--- src/rtl/l1_cache_pkg.sv ---
// Shared types and address/byte helpers for the direct-mapped L1 cache.
package cache_types;

  typedef enum logic [1:0] {
    IDLE  = 2'd0,
    FETCH = 2'd1,
    WRITE = 2'd2,
    RESP  = 2'd3
  } cache_state_t;

  function automatic logic [31:0] idx_of(input logic [31:0] addr, input int unsigned idx_w);
    return (addr >> 2) & ((32'd1 << idx_w) - 32'd1);
  endfunction

  function automatic logic [31:0] tag_of(input logic [31:0] addr, input int unsigned idx_w);
    return addr >> (idx_w + 2);
  endfunction

  function automatic logic [31:0] merge_bytes(input logic [31:0] old_word,
                                              input logic [31:0] new_word,
                                              input logic [3:0]  be);
    logic [31:0] res;
    res = old_word;
    for (int i = 0; i < 4; i++) begin
      if (be[i]) res[8*i +: 8] = new_word[8*i +: 8];
    end
    return res;
  endfunction

endpackage

--- src/rtl/l1_cache_array.sv ---
// Valid/tag/data storage: combinational lookup, synchronous fill and byte merge.
import cache_types::*;

module cache_array #(
  parameter int NUM_LINES = 8,
  parameter int IDX_W     = 3,
  parameter int TAG_W     = 27
) (
  input  logic             clk,
  input  logic             rst_n,
  input  logic [IDX_W-1:0] idx,
  input  logic [TAG_W-1:0] tag,
  output logic             hit,
  output logic [31:0]      rdata,
  input  logic             fill_en,
  input  logic [31:0]      fill_data,
  input  logic             merge_en,
  input  logic [3:0]       merge_be,
  input  logic [31:0]      merge_wdata
);

  logic [NUM_LINES-1:0] valid_q, valid_d;
  logic [TAG_W-1:0]     tag_q  [NUM_LINES];
  logic [TAG_W-1:0]     tag_d  [NUM_LINES];
  logic [31:0]          data_q [NUM_LINES];
  logic [31:0]          data_d [NUM_LINES];

  assign hit   = valid_q[idx] && (tag_q[idx] == tag);
  assign rdata = data_q[idx];

  always_comb begin
    valid_d = valid_q;
    tag_d   = tag_q;
    data_d  = data_q;
    if (fill_en) begin
      valid_d[idx] = 1'b1;
      tag_d[idx]   = tag;
      data_d[idx]  = fill_data;
    end else if (merge_en) begin
      data_d[idx] = merge_bytes(data_q[idx], merge_wdata, merge_be);
    end
  end

  // Only the valid bits need reset; tag/data are qualified by valid.
  always_ff @(posedge clk or negedge rst_n) begin
    if (!rst_n) valid_q <= '0;
    else        valid_q <= valid_d;
  end

  always_ff @(posedge clk) begin
    tag_q  <= tag_d;
    data_q <= data_d;
  end

endmodule

--- src/rtl/l1_cache.sv ---
// Direct-mapped write-through, no-write-allocate L1 cache with one outstanding request.
//   state | meaning
//   IDLE  | waiting for a core request; read hits answered from the array
//   FETCH | pmem_read held until pmem_resp, then line filled
//   WRITE | pmem_write held until pmem_resp, then hit line merged
//   RESP  | one-cycle mem_resp pulse to the core
import cache_types::*;

module l1_cache #(
  parameter int NUM_LINES = 8
) (
  input  logic        clk,
  input  logic        rst_n,
  input  logic        mem_read,
  input  logic        mem_write,
  input  logic [3:0]  mem_byte_enable,
  input  logic [31:0] mem_address,
  input  logic [31:0] mem_wdata,
  output logic        mem_resp,
  output logic [31:0] mem_rdata,
  output logic        pmem_read,
  output logic        pmem_write,
  output logic [3:0]  pmem_byte_enable,
  output logic [31:0] pmem_address,
  output logic [31:0] pmem_wdata,
  input  logic        pmem_resp,
  input  logic [31:0] pmem_rdata
);

  localparam int IDX_W = $clog2(NUM_LINES);
  localparam int TAG_W = 30 - IDX_W;

  cache_state_t state_q, state_d;
  logic         mem_resp_q, mem_resp_d;
  logic [31:0]  mem_rdata_q, mem_rdata_d;
  logic         pmem_read_q, pmem_read_d;
  logic         pmem_write_q, pmem_write_d;
  logic [3:0]   pmem_be_q, pmem_be_d;
  logic [31:0]  pmem_addr_q, pmem_addr_d;
  logic [31:0]  pmem_wdata_q, pmem_wdata_d;

  logic [31:0]      lookup_addr;
  logic [IDX_W-1:0] lk_idx;
  logic [TAG_W-1:0] lk_tag;
  logic             lk_hit;
  logic [31:0]      lk_rdata;
  logic             fill_en, merge_en;

  // The pmem address register doubles as the latched request address.
  assign lookup_addr = (state_q == IDLE) ? mem_address : pmem_addr_q;
  assign lk_idx      = IDX_W'(idx_of(lookup_addr, IDX_W));
  assign lk_tag      = TAG_W'(tag_of(lookup_addr, IDX_W));

  cache_array #(
    .NUM_LINES (NUM_LINES),
    .IDX_W     (IDX_W),
    .TAG_W     (TAG_W)
  ) u_array (
    .clk         (clk),
    .rst_n       (rst_n),
    .idx         (lk_idx),
    .tag         (lk_tag),
    .hit         (lk_hit),
    .rdata       (lk_rdata),
    .fill_en     (fill_en),
    .fill_data   (pmem_rdata),
    .merge_en    (merge_en),
    .merge_be    (pmem_be_q),
    .merge_wdata (pmem_wdata_q)
  );

  always_comb begin
    state_d      = state_q;
    mem_resp_d   = mem_resp_q;
    mem_rdata_d  = mem_rdata_q;
    pmem_read_d  = pmem_read_q;
    pmem_write_d = pmem_write_q;
    pmem_be_d    = pmem_be_q;
    pmem_addr_d  = pmem_addr_q;
    pmem_wdata_d = pmem_wdata_q;
    fill_en      = 1'b0;
    merge_en     = 1'b0;
    case (state_q)
      IDLE: begin
        if (mem_write) begin
          pmem_addr_d  = {mem_address[31:2], 2'b00};
          pmem_wdata_d = mem_wdata;
          pmem_be_d    = mem_byte_enable;
          pmem_write_d = 1'b1;
          state_d      = WRITE;
        end else if (mem_read) begin
          pmem_addr_d = {mem_address[31:2], 2'b00};
          if (lk_hit) begin
            mem_rdata_d = lk_rdata;
            mem_resp_d  = 1'b1;
            state_d     = RESP;
          end else begin
            pmem_read_d = 1'b1;
            state_d     = FETCH;
          end
        end
      end
      FETCH: begin
        if (pmem_resp) begin
          fill_en     = 1'b1;
          mem_rdata_d = pmem_rdata;
          pmem_read_d = 1'b0;
          mem_resp_d  = 1'b1;
          state_d     = RESP;
        end
      end
      WRITE: begin
        if (pmem_resp) begin
          merge_en     = lk_hit;
          pmem_write_d = 1'b0;
          mem_resp_d   = 1'b1;
          state_d      = RESP;
        end
      end
      RESP: begin
        mem_resp_d = 1'b0;
        state_d    = IDLE;
      end
      default: state_d = IDLE;
    endcase
  end

  always_ff @(posedge clk or negedge rst_n) begin
    if (!rst_n) begin
      state_q      <= IDLE;
      mem_resp_q   <= 1'b0;
      mem_rdata_q  <= '0;
      pmem_read_q  <= 1'b0;
      pmem_write_q <= 1'b0;
      pmem_be_q    <= '0;
      pmem_addr_q  <= '0;
      pmem_wdata_q <= '0;
    end else begin
      state_q      <= state_d;
      mem_resp_q   <= mem_resp_d;
      mem_rdata_q  <= mem_rdata_d;
      pmem_read_q  <= pmem_read_d;
      pmem_write_q <= pmem_write_d;
      pmem_be_q    <= pmem_be_d;
      pmem_addr_q  <= pmem_addr_d;
      pmem_wdata_q <= pmem_wdata_d;
    end
  end

  assign mem_resp         = mem_resp_q;
  assign mem_rdata        = mem_rdata_q;
  assign pmem_read        = pmem_read_q;
  assign pmem_write       = pmem_write_q;
  assign pmem_byte_enable = pmem_be_q;
  assign pmem_address     = pmem_addr_q;
  assign pmem_wdata       = pmem_wdata_q;

endmodule

--- config.mk ---
export PLATFORM = sky130hd
export DESIGN_NAME = l1_cache
export DESIGN_NICKNAME = d
export VERILOG_FILES = /design/src/rtl/l1_cache_pkg.sv /design/src/rtl/l1_cache_array.sv /design/src/rtl/l1_cache.sv
export SDC_FILE = /design/constraint.sdc
export NUM_CORES = 1
export LEC_CHECK = 0
export ABC_AREA = 1
export CORE_MARGIN = 2
export CORE_UTILIZATION = 55
export CTS_BUF_LIST = sky130_fd_sc_hd__clkbuf_8
export DETAILED_ROUTE_END_ITERATION = 12
export HOLD_SLACK_MARGIN = 0.15
export PLACE_DENSITY = 0.79
export SYNTH_ARGS = -nofsm -noshare
export SYNTH_HDL_FRONTEND = slang
export SYNTH_SLANG_ARGS = --single-unit
--- constraint.sdc ---
create_clock -name clk -period 4 [get_ports clk]
set_input_delay 0.8 -clock clk [delete_from_list [all_inputs] [get_ports clk]]
set_output_delay 0.8 -clock clk [all_outputs]
set_load 0.02 [all_outputs]
-- Yosys cells after proc, flatten, opt, wreduce, memory -nomap -nowiden
Index checks and enable logic that the tools add are counted.
- register bits: 585
- input port bits: 105
- output and inout bits: 103
- $lt $le $gt $ge: 4
- eq/ne operators: 13
- multiplexer cells: 60
- bitwise logic cells: 2
- reductions and logical operators: 16
- operator list (kind ; count):
    $bwmux W256 ; 2
    $mux W256 ; 2
    $mux W32 ; 10
    $bwmux W216 ; 1
    $bmux W32 S3 ; 1
    $demux W32 S3 ; 1
    $mux W8 ; 12
    $bmux W27 S3 ; 1
    $demux W27 S3 ; 1
    $mux W27 ; 3
    $pmux W32 S2 ; 1
    $eq A27 B27 Y1 ; 1
    $mux W1 ; 15
    $ne A2 B2 Y1 const B ; 7
    $reduce_and A5 Y1 ; 2
    $mux W2 ; 4
    $or A8 B8 Y8 ; 1
    $reduce_bool A2 Y1 ; 4
    $pmux W2 S3 ; 1
    $reduce_and A2 Y1 ; 3
    $eq A2 B2 Y1 const B ; 2
    $ge A4 B4 Y1 const B ; 1
    $lt A3 B4 Y1 const B ; 1
    $lt A4 B1 Y1 const B ; 1
    14 further kinds ; 17

-- Longest topological paths before layout
Gate-level depths: netlist of the first run.
- depth after elaboration: 15
- depth in mapped cells: 24

-- Modules after synthesis
Synthesis of the first run repeated with hierarchy kept, for this count alone.
- cell total of the unflattened synthesis: 3091
- area, all modules: 28711.3 um^2
- by module, submodules not included (module ; instances ; cells an instance ; area an instance (um^2)):
    cache_array ; 1 ; 2517 ; 23840.4
    l1_cache ; 1 ; 574 ; 4870.9

-- Worst setup path after synthesis of the first run
OpenSTA, ideal clock, no wires.
- path kind: register to register
- start: reg state_q[0]
- end: reg u_array.data_q[0] (netlist bit), enable pin
- library setup time: 0.421 ns
- data arrival time: 3.613 ns
- slack: -0.034 ns
- cell stages (with the launch flop): 16
- clock period less this slack: 4.034 ns
- cells stage by stage: dfrtp_1 > inv_1 > ha_1 > buf_6 > clkbuf_1 > o21ai_0 > inv_1 > nand2_1 > nand3_1 > a21oi_1 > nand2_1 > nor2_2 > nand3b_1 > nand2_1 > inv_1 > nor2_1
- elaborated cells between the ends (all ways): 16
- RTL lines (what ; RTL line ; text):
    start: declaration ; l1_cache.sv:33 ; cache_state_t state_q, state_d;
    start signal: assignment ; l1_cache.sv:139 ; state_q <= state_d;
    $logic_not A2 Y1 ; l1_cache.sv:50 ; assign lookup_addr = (state_q == IDLE) ? mem_address : pmem_addr_q;
    $mux W32 ; l1_cache.sv:50 ;
    via lookup_addr[18] ; l1_cache.sv:42 ; logic [31:0] lookup_addr;
    $eq A27 B27 Y1 ; l1_cache_array.sv:28 ; assign hit = valid_q[idx] && (tag_q[idx] == tag);
    $logic_and A1 B1 Y1 ; l1_cache_array.sv:28 ;
    $mux W1 ; l1_cache.sv:113 ; if (pmem_resp) begin
    $mux W1 ; l1_cache.sv:83 ; case (state_q)
    $reduce_bool A2 Y1 (no source line) ; -- ;
    end signal: assignment ; l1_cache_array.sv:52 ; data_q <= data_d;
    end: declaration ; l1_cache_array.sv:25 ; logic [31:0] data_q [NUM_LINES];
The timed path passes the listed nets, and every way through them passes these cells. The select of a mux whose other input is x is not followed.
A chain may end at the register's enable or synchronous reset.

-- Worst setup path after layout of the first run
- start: reg state_q[0]
- end: reg u_array.data_q[23] (netlist bit), enable pin
- cells in the longest elaborated chain, start to end: 11
- elaborated cells between the ends (all ways): 16
- ends and longest elaborated chain (what ; RTL line):
    $logic_not A2 Y1 ; l1_cache.sv:50
    $mux W32 ; l1_cache.sv:50
    $not A3 Y4 (implied by the code) ; l1_cache_array.sv:28
    $bmux W27 S3 ; l1_cache_array.sv:28
    $mux W27 (implied by the code) (2 in series) ; l1_cache_array.sv:28
    $eq A27 B27 Y1 ; l1_cache_array.sv:28
    $logic_and A1 B1 Y1 ; l1_cache_array.sv:28
    $mux W1 ; l1_cache.sv:113
    $mux W1 ; l1_cache.sv:83
    $reduce_bool A2 Y1 (no source line) (*) ; --
Mark *: on every way between the ends. The rest lies on a longest branch, timed or not. The select of a mux whose other input is x is not followed.

==> summary.md, run 1 <==
| Metric | Value |
|---|---|
| Most instantiated cells after synthesis | nand2_1, edfxtp_1, o22ai_1, nand3_1, dfrtp_1 |
| Clk pwr share | between 15 and 20% |
| Count of cell types in the netlist | 38 |
| Count leader, synth | nand2_1 |
| Leakage | about 12 nW |
| DR vias | approximately 21000 |
| Clock buffer depth | 3 |
| Clock sink total | 583 |
| Crit path max-delay cell type | dfrtp_1 |
| Largest net degree at the start of global routing | 54 |
| Synth top area share | between 50% and 60% |
| Top delay family on crit path | simple AND/OR/NAND/NOR gates |
| DR pass1 iterations | 6 |
| Syn Area/Cell | around 11 sq um |
| NetSw | about 0.012 W |
| Nets | about 2800 |
| Fin crit share | 95.5% |
| Htree depth | 3 |
| Slowest Stage Delay on Critical Path | 0.40 ns |
| RSZ-0062 raised after global routing | no |
| CP Class | reg -> reg |
| Int Pwr | between 0.015 and 0.02 W |
| Initial Utilization | between 50 and 60% |
| Power density over the cells | roughly 900 nW/um^2 |
| Fin. Hold Viols | 0 |
| Status | finished clean |
| GPL Wtd Cong | 0.871 |
| DRC Markers | 0 |
| Initial antenna violation count | 2 |
| Die H | ~220 microns |
| DP Worst Slack | -0.0831 ns |
| Post-DP HPWL | approximately 46000 microns |
| Yosys warnings | 0 |
| Crit path launch type | flop |
| CP Depth | 20 |
| Sw Share | 43.8% |
| Final Skew | between 0.04 and 0.05 ns |
| # port buffers | 203 |
| Max Cap Viol | 0 |
| Reg2reg path depth | 20 |
| Critical Path End Type | flop |
| Post-route cell area | approximately 31000 sq um |
| Area contributors post-synth | edfxtp_1, dfrtp_1, nand2_1 |
| Post-DRT Antenna Nets | 0 |
| Top achievable clock speed | about 260 MHz |
| Worst EP arrival | between 4 and 5 ns |
| Worst-path clk slew | roughly 0.06 ns |
| Die Wd | between 200 and 250 microns |
| Leading area contributor after synthesis | edfxtp_1 |
| DP Area | between 20000 and 30000 sq um |
| Total core area | 46500 sq um |
| Minimum clock period | about 3.8 ns |
| Top FF cell, synth | edfxtp_1 |
| Max FO, Critical Path | 32 |
| Crit path top cell by count | nand2_1 |
| Crit path required time | between 4 and 5 ns |
| Register area share after synthesis | 65.7% |
| Slew of the pin with the lowest slew margin | between 0.9 and 1 ns |
| Crit path buffers/inverters | 5 |
| Boundary Pins | about 210 |
| Avg WL per Cell | 22.7 microns |
| Global-route wire length before repair | 115000 microns |
| Synth Cell Area | between 20000 and 30000 sq um |
| TritonCTS clock tree | yes |
| Die footprint | around 50000 sq um |
| Logic gate share of total power | around half |
| Vias in the first global route | slightly above 20000 |
| Final worst setup slack | 0.180 ns |
| GR Util All Layers | between 30% and 40% |
| Avg Vias per Cell | ~6.2 |
| Synthesized instance count | roughly 2400 |
| Number of flops mapped to enable cells by yosys | roughly 470 |
| FP Rows | 79 |
| Layout cells sized above 1 | a little under an eighth |
| Final wirelength | 76600 microns |
| Share of power burned in registers | around a third |
| DR iter-0 viols | 3048 |
| Endpoints failing setup | 0 |
| Maximum VDD drop | between 0.6 and 0.7 mV |
| Grt total ovfl | 0 |
| Area grow syn2layout | 20.4% |
| CTS root buffer | clkbuf_8 |
| Synth Register Bits | 583 |
| Crit path cell chain | inv_1 -> ha_4 -> inv_2 -> nand2_1 -> nand2_2 -> nor2_4 -> buf_4 -> nand3_1 -> nand2_1 -> nor3_1 -> nor2_1 -> nand2_1 -> nor2_1 -> nand2_1 -> nor2_2 -> nand3b_1 -> nand2_1 -> inv_1 -> nor2_2 -> buf_12 |
| Final Max Tran Viols | 0 |
| Worst hold path class | in -> async |
| Slew HR | 33.4% |
| CTS buffer count | slightly above 90 |
| Worst-skew pair later-pin latency | between 0.7 and 0.8 ns |
| Post-synth ARST share | approximately a fifth |
[power groups by stage]
| stage | Combinational (W) | Sequential [W] | Clock [W] |
|---|---|---|---|
| finish | 0.0145 | 0.00889 | 0.00466 |
| global route | 0.0156 | 0.00895 | 0.00496 |
| floorplan | 0.00804 | 0.00938 | 0 |
| CTS | 0.0142 | 0.00888 | 0.00469 |
| global placement | 0.0136 | 0.00895 | 0 |
| detailed placement | 0.0141 | 0.00899 | 0 |
[registers in the layout (all words and copies together), names as in the netlist]
name	count
mem_rdata	32
mem_resp	1
u_array.tag_q	216
u_array.data_q	256
pmem_byte_enable	4
pmem_write	1
pmem_wdata	32
pmem_read	1
state_q	2
u_array.valid_q	8
pmem_address	30
[metal layers]
metal | track usage [%] | vias to the layer above | wire length [microns]
li1 | - | 9217 | -
met5 | 0 | - | 14
met1 | 39.5 | 9921 | 27600
met2 | 51.2 | 1511 | 36300
met3 | 7.11 | 273 | 9260
met4 | 16.8 | 2 | 3520
[repair_timing]
item                       CTS  global route
hold buffers                 0             0
setup endpoints to repair    0           256
buffers inserted             0             0
resized for setup            0             1
hold endpoints to repair     0             0
[cell type report]
| type | instances | area (sq um) |
|---|---|---|
| clock inverters | 73 | 353 |
| repair buffers | 347 | 3470 |
| inverters | 129 | 484 |
| flip-flops and latches | 583 | 17000 |
| fillers | 3343 | 15400 |
| multi-input cells | 1543 | 7700 |
| well taps | 607 | 759 |
| diodes | 2 | 5.00 |
| clock buffers | 96 | 1320 |
[cells by family (layout without fill, tap and decap cells)]
logic type               after synthesis  count (layout)  share of synthesized area, %
AND/OR/NAND/NOR                     1026            1026                          16.3
flip-flops                           583             583                          65.7
AO/OA/AOI/OAI                        490             490                          12.1
buffers and inverters                279             645                          4.75
multiplexers                          19              19                         0.830
adder cells (fa/ha/maj)                4               4                         0.194
XOR/XNOR                               2               2                        0.0679
other                                  1               4                        0.0145
[cell usage in the layout (no fill, tap or decap), types with 96 or more instances in the layout]
cell / Yosys / layout
buf_4: 22 / 116
clkbuf_8: 0 / 96
clkdlybuf4s50_1: 0 / 202
dfrtp_1: 111 / 111
edfxtp_1: 472 / 472
inv_1: 108 / 147
nand2_1: 707 / 703
nand3_1: 155 / 155
o21ai_0: 103 / 103
o22ai_1: 232 / 232
[worst paths after layout]
path                         startpoint                  end  slack [ns]
setup / recovery             state_q[0]   u_array.data_q[23]        0.18
hold / removal                    rst_n        mem_rdata[28]        0.18
setup reg to reg             state_q[0]   u_array.data_q[23]        0.18
hold reg to reg            mem_rdata[3]         mem_rdata[3]        0.47
max in group asynchronous         rst_n  pmem_byte_enable[0]        2.88
min in group clk           mem_rdata[3]         mem_rdata[3]        0.47
[per-stage QoR]
stage | setup TNS [ns] | hold slack (ns) | instances | utilization (%) | power, W
6_report | 0 | 0.183 | 3380 | 66.8 | 0.0280
4_1_cts | 0 | 0.175 | 3378 | 66.8 | 0.0277
2_1_floorplan | -8.63 | 0.440 | 2405 | - | 0.0174
3_3_place_gp | -2.15 | 0.451 | 3209 | 63.2 | 0.0226
3_5_place_dp | -12.87 | 0.457 | 3209 | 63.2 | 0.0231
5_1_grt | 0 | 0.212 | 3379 | 66.8 | 0.0295
(Power assumes the default switching activity.)
==> inputs of run 2 (changes only) <==
CORE_UTILIZATION = 36   (was 55)
PLACE_DENSITY = unset   (was 0.79)
SKIP_CTS_REPAIR_TIMING = 1   (was unset)
==> run 2 against run 1 <==
Largest cell class unchanged. Critical path type unchanged. Highest routed layer is now met4. Via count is 1.7% lower. Sequential share of layout area is 1.6 points lower. Clock-buffer cell count is 8 higher.
==> summary.md, run 2 (synthesis results as in run 1) <==
| Metric | Value |
|---|---|
| Total core area | 71200 sq um (+53%) |
| Die footprint | 73800 sq um (+52%) |
| DR iter-0 viols | 2269 (-26%) |
| Final Max Tran Viols | 0 (unchanged) |
| Crit path required time | 4.40 ns (+0.06 ns) |
| Nets | 2820 (+0.50%) |
| Htree depth | 3 (unchanged) |
| Final Skew | 0.0532 ns (+0.00789 ns) |
| Largest net degree at the start of global routing | 80 (+48%) |
| Fin crit share | 90.6% (-4.9 points) |
| Slew of the pin with the lowest slew margin | 0.995 ns (+0.00684 ns) |
| Critical Path End Type | flop |
| Top achievable clock speed | 276 MHz (+5.5%) |
| Vias in the first global route | 19900 (-3.7%) |
| Non-filler cells, final | 3745 (+11%) |
| Die H | 272 microns (+23%) |
| FP Rows | 98 (+24%) |
| Inst Count DP | 3561 (+11%) |
| Max Cap Viol | 0 (unchanged) |
| Layout cells sized above 1 | 12.6% (+0.73 points) |
| Fin. Hold Viols | 0 (unchanged) |
| Boundary Pins | 208 (unchanged) |
| Power density over the cells | 900 nW/um^2 (-0.16%) |
| Worst-skew pair later-pin latency | 0.73 ns (+0.02 ns) |
| GR Util All Layers | 22.1% (-9.4 points) |
| Top flop regs | u_array.data_q (256), u_array.tag_q (216) |
| Grt total ovfl | 0 (unchanged) |
| DR pass1 iterations | 6 (unchanged) |
| Final wirelength | 83200 microns (+8.6%) |
| Post-DRT Antenna Nets | 0 (unchanged) |
| Area grow syn2layout | 24.1% |
| TritonCTS clock tree | yes |
| CTS buffer count | 98 (+5.4%) |
| Util after Layout | 44.9% (-22 points) |
| CTS root buffer | clkbuf_8 |
| GPL Wtd Cong | 0.808 (-7.3%) |
| CP Class | reg -> reg |
| Leakage | 12.2 nW (+1.8%) |
| Endpoints failing setup | 0 (unchanged) |
| Hold slack | 0.165 ns (-0.0173 ns) |
| Avg Vias per Cell | 5.49 (-11%) |
| Most frequent cells in the layout | nand2_1, edfxtp_1, o22ai_1, clkdlybuf4s50_1, nand3_1 |
| Minimum clock period | 3.62 ns (-0.198 ns) |
| Worst hold path class | in -> async |
| DR vias | 20600 (-1.7%) |
| Slew HR | 33.0% (-0.46 points) |
| Global-route wire length before repair | 123000 microns (+6.8%) |
| Post-DP HPWL | 49900 microns (+7.6%) |
| Initial antenna violation count | 1 (-1) |
| Worst-path clk slew | 0.06 ns (about the same) |
| # port buffers | 203 (unchanged) |
| Top reg by flops | u_array.data_q |
| Commonest non-fill, non-tap cell in the layout | nand2_1 |
| Die Wd | 272 microns (+23%) |
| Total negative slack | 0 ns (unchanged) |
| Clock sink total | 583 (unchanged) |
| Maximum VDD drop | 0.418 mV (-35%) |
| Max reg flops | 256 (unchanged) |
| Crit path launch type | flop |
| DRC Markers | 0 (unchanged) |
| Worst EP arrival | 4.02 ns (-0.14 ns) |
| Max FO, Critical Path | 45 (+41%) |
| Status | finished clean |
| Clock buffer depth | 3 (unchanged) |
| Initial Utilization | 36.2% (-19 points) |
| RSZ-0062 raised after global routing | no |
| Avg WL per Cell | 22.2 microns (-2.0%) |
## run 2: cell types whose count changed in the layout (fill, tap and decap cells not counted), sizes merged
cell      before  now
buf          145  154
bufinv         1    4
clkbuf        96  104
clkinv        43   50
clkinvlp       2    1
diode          2    1
inv          156  153
## run 2: path summary, 6_finish.rpt
kind                                         start                  end  slack [ns]  cells past startpoint
worst max-delay path                    state_q[0]  u_array.data_q[195]        0.38                     22
worst min-delay path                         rst_n  pmem_byte_enable[3]        0.17                      1
worst max register to register          state_q[0]  u_array.data_q[195]        0.38                     22
min in group clk                u_array.valid_q[7]   u_array.valid_q[7]        0.47                      1
worst min register to register  u_array.valid_q[7]   u_array.valid_q[7]        0.47                      1
max in group asynchronous                    rst_n      pmem_address[2]        2.97                      2
## run 2: cell type report
cell class	instances	area [sq um]
fillers	6544	39200
clock inverters	79	480
well taps	950	1190
flip-flops and latches	583	17000
repair buffers	356	3680
diodes	1	2.50
clock buffers	104	1430
multi-input cells	1543	7780
inverters	129	487
## run 2: per-layer routing
layer | up-vias | share of wire (%) | global-route usage, %
li1 | 9256 | - | -
met4 | 0 | 2.8 | 7.97
met3 | 200 | 8.7 | 4.48
met2 | 1116 | 48 | 36.5
met5 | - | 0 | 0
met1 | 9986 | 41 | 28.7
## run 2: per-stage QoR
stage / area (sq um) / total power (W) / setup WS, ns
3_5_place_dp: 30100 / 0.0235 / 0.0365
2_1_floorplan: 25800 / 0.0174 / -0.0337
5_1_grt: 32000 / 0.0305 / 0.0652
6_report: 32000 / 0.0288 / 0.378
3_3_place_gp: 30100 / 0.0233 / 0.00559
4_1_cts: 32000 / 0.0288 / 0.270
## run 2: critical path: stages (launching register included)
cell and delay [ns]:
dfrtp_1 0.40, inv_1 0.15, ha_4 0.23, buf_4 0.19
nand2_1 0.10, nand2_4 0.13, buf_12 0.24, nand2_1 0.09
nand3_1 0.08, nand2_1 0.07, nor2_1 0.10, nand2_1 0.05
nand2_1 0.09, nand2_1 0.11, nor2_1 0.11, nand2_1 0.08
nor2_2 0.21, nand3b_1 0.12, nand2_1 0.07, inv_1 0.07
buf_12 0.16, nor2_2 0.15, buf_12 0.24
## run 2: report_power, final
part           internal, W  total (W)  switching, W
registers          0.00829    0.00894      0.000646
clock network      0.00270    0.00524       0.00254
logic              0.00527     0.0146       0.00937
total               0.0163     0.0288        0.0126
==> inputs of run 3 (changes only) <==
PLACE_DENSITY = 0.59   (was unset)
==> run 3 against run 2 <==
Clock-buffer cell count grew 1. Wire length shrank 0.81%. Global-route usage shrank 0.26 points. Core utilization shrank 0.16 points. Sequential power is essentially flat. Sequential share of layout area grew 0.19 points. Worst hold slack lost 0.049 ns. Sequential cell count is the same. Cell count shrank 0.32%. Non-clock buffer count shrank 16. Combinational power is essentially flat. Register-to-register slack lost 0.05 ns. Largest cell class unchanged. Largest power group unchanged.
==> summary.md, run 3 (synthesis results as in run 1) <==
| Metric | Value |
|---|---|
| Max FO, Critical Path | 33 (-27%) |
| Total negative slack | 0 ns (unchanged) |
| Share of power burned in registers | 31.3% (+0.3 points) |
| Crit path cell chain | inv_1 -> ha_4 -> inv_4 -> nand2_1 -> nand2_8 -> buf_4 -> buf_4 -> nand2_1 -> inv_1 -> buf_12 -> a221oi_1 -> nand4_1 -> mux2i_1 -> o21ai_0 |
| FP Rows | 98 (unchanged) |
| Final wirelength | 82600 microns (-0.81%) |
| Critical Path End Type | flop |
| Logic gate share of total power | 50.6% (-0.2 points) |
| GR Util All Layers | 21.8% (-0.26 points) |
| CP Class | reg -> reg |
| Avg Vias per Cell | 5.41 (-1.4%) |
| Final Skew | 0.0702 ns (+0.0169 ns) |
| Die Wd | 272 microns (unchanged) |
| Max Cap Viol | 0 (unchanged) |
| NetSw | 0.0125 W (-0.29%) |
| DR vias | 20200 (-1.7%) |
| Maximum VDD drop | 0.443 mV (+6.1%) |
| Slew of the pin with the lowest slew margin | 0.957 ns (-0.0378 ns) |
| Area grow syn2layout | 23.7% |
| DR pass1 iterations | 5 (-1) |
| Max reg flops | 256 (unchanged) |
| Sw Share | 43.9% (+0.30 points) |
| Fillcell total | 6545 (+0.015%) |
| Final Max Tran Viols | 0 (unchanged) |
| Largest net degree at the start of global routing | 67 (-16%) |
| Total core area | 71200 sq um (unchanged) |
| Initial antenna violation count | 2 (+1) |
| Commonest non-fill, non-tap cell in the layout | nand2_1 |
| Slowest Stage Delay on Critical Path | 0.53 ns (+0.13 ns) |
| Htree depth | 3 (unchanged) |
| Worst-path clk slew | 0.06 ns (about the same) |
| Top achievable clock speed | 272 MHz (-1.5%) |
| Avg WL per Cell | 22.1 microns (-0.49%) |
| Int Pwr | 0.0160 W (-1.5%) |
| Worst-skew pair later-pin latency | 0.73 ns (about the same) |
| Clock buffer depth | 3 (unchanged) |
| Post-DRT Antenna Nets | 0 (unchanged) |
| Fin. Hold Viols | 0 (unchanged) |
| DR iter-0 viols | 2258 (-0.48%) |
| Vias in the first global route | 19800 (-0.85%) |
| Minimum clock period | 3.68 ns (+0.0547 ns) |
| Die footprint | 73800 sq um (unchanged) |
| Leakage | 12.1 nW (-0.58%) |
| Endpoints failing setup | 0 (unchanged) |
| Top delay family on crit path | buffers and inverters |
| Boundary Pins | 208 (unchanged) |
| Top flop regs | u_array.data_q (256), u_array.tag_q (216) |
| M1 GR Usage | 29.1% (+0.38 points) |
| Die H | 272 microns (unchanged) |
| Clock sink total | 583 (unchanged) |
| TritonCTS clock tree | yes |
| Fin crit share | 91.9% (+1.4 points) |
| Slew HR | 36.1% (+3.1 points) |
| Crit path launch type | flop |
| Final worst setup slack | 0.323 ns (-0.0547 ns) |
| DRC Markers | 0 (unchanged) |
| N_diodes | 0 (-1) |
| Power density over the cells | 895 nW/um^2 (-0.62%) |
| Worst EP arrival | 4.07 ns (+0.05 ns) |
| Clk pwr share | 18.1% (about the same) |
| Worst hold path class | in -> async |
| Crit path buffers/inverters | 6 (unchanged) |
| Util after Layout | 44.8% (-0.16 points) |
| Crit path max-delay cell type | mux2i_1 |
| Met3 GRT Util | 4.61% (+0.13 points) |
| GR Util met2 | 35.3% (-1.2 points) |
| Grt total ovfl | 0 (unchanged) |
| Status | finished clean |
| Top reg by flops | u_array.data_q |
| Crit path required time | 4.39 ns (about the same) |
| Most frequent cells in the layout | nand2_1, edfxtp_1, o22ai_1, clkdlybuf4s50_1, nand3_1 |
| Gr busiest metal | met2 |
| GPL Wtd Cong | 0.830 (+2.7%) |
| CTS root buffer | clkbuf_8 |
| RSZ-0062 raised after global routing | no |
| Nets | 2807 (-0.46%) |
| Global-route wire length before repair | 122000 microns (-1.1%) |
| CTS buffer count | 101 (+3.1%) |
| # port buffers | 203 (unchanged) |
| Initial Utilization | 36.2% (unchanged) |
| DP Worst Slack | -0.109 ns (-0.146 ns) |
| Hold slack | 0.117 ns (-0.0488 ns) |
| Post-DP HPWL | 49500 microns (-0.71%) |
| Layout cells sized above 1 | 12.2% (-0.45 points) |
==> run 3: changes by cell type in the layout (fill, tap and decap cells not counted), moves of 2 or more <==
| cell | delta |
|---|---|
| buf_4 | -15 |
| clkinv_2 | +2 |
| inv_1 | +5 |
| nand2_4 | -2 |
| nand2_8 | +2 |
| o21ai_0 | -4 |
| o21ai_1 | +4 |
==> run 3: routing by layer <==
metal,up-vias,part of all wire (%)
met5,-,0.019
met2,1044,47
met1,9735,42
met4,4,2.7
li1,9232,-
met3,184,8.7
==> run 3: area by class of cell <==
cell class	instances	area (sq um)	share of cell area (%)
flip-flops and latches	583	17000	53.2
multi-input cells	1543	7810	24.5
repair buffers	340	3550	11.1
clock buffers	105	1450	4.53
well taps	950	1190	3.73
inverters	129	487	1.53
clock inverters	83	464	1.46
==> run 3: power by group through the flow <==
stage	clock network [W]	registers [W]	logic [W]
floorplan	0	0.00938	0.00804
detailed placement	0	0.00905	0.0142
global route	0.00554	0.00902	0.0157
global placement	0	0.00902	0.0140
CTS	0.00527	0.00894	0.0143
finish	0.00517	0.00893	0.0144
==> run 3: through the flow <==
step / total power [W] / cells / cell area, sq um
2_1_floorplan: 0.0174 / 2405 / 25800
3_3_place_gp: 0.0230 / 3545 / 29900
3_5_place_dp: 0.0233 / 3545 / 29900
4_1_cts: 0.0285 / 3733 / 31900
5_1_grt: 0.0302 / 3733 / 31900
6_report: 0.0285 / 3733 / 31900
==> run 3: worst register-to-register path, cell delays in order (launching register included) <==
cell	delay [ns]
dfrtp_1	0.40
inv_1	0.15
ha_4	0.27
inv_4	0.13
nand2_1	0.17
nand2_8	0.15
buf_4	0.23
buf_4	0.16
nand2_1	0.20
inv_1	0.11
buf_12	0.21
a221oi_1	0.33
nand4_1	0.15
mux2i_1	0.53
o21ai_0	0.19
==> run 3: final timing paths <==
path	start	to	slack, ns	depth (start not counted)
worst max-delay path	state_q[0]	u_array.data_q[38]	0.32	14
worst min-delay path	rst_n	pmem_wdata[30]	0.12	1
worst max register to register	state_q[0]	u_array.data_q[38]	0.32	14
worst min register to register	u_array.valid_q[7]	u_array.valid_q[7]	0.47	1
max in group asynchronous	rst_n	u_array.valid_q[4]	3.02	2
min in group clk	u_array.valid_q[7]	u_array.valid_q[7]	0.47	1
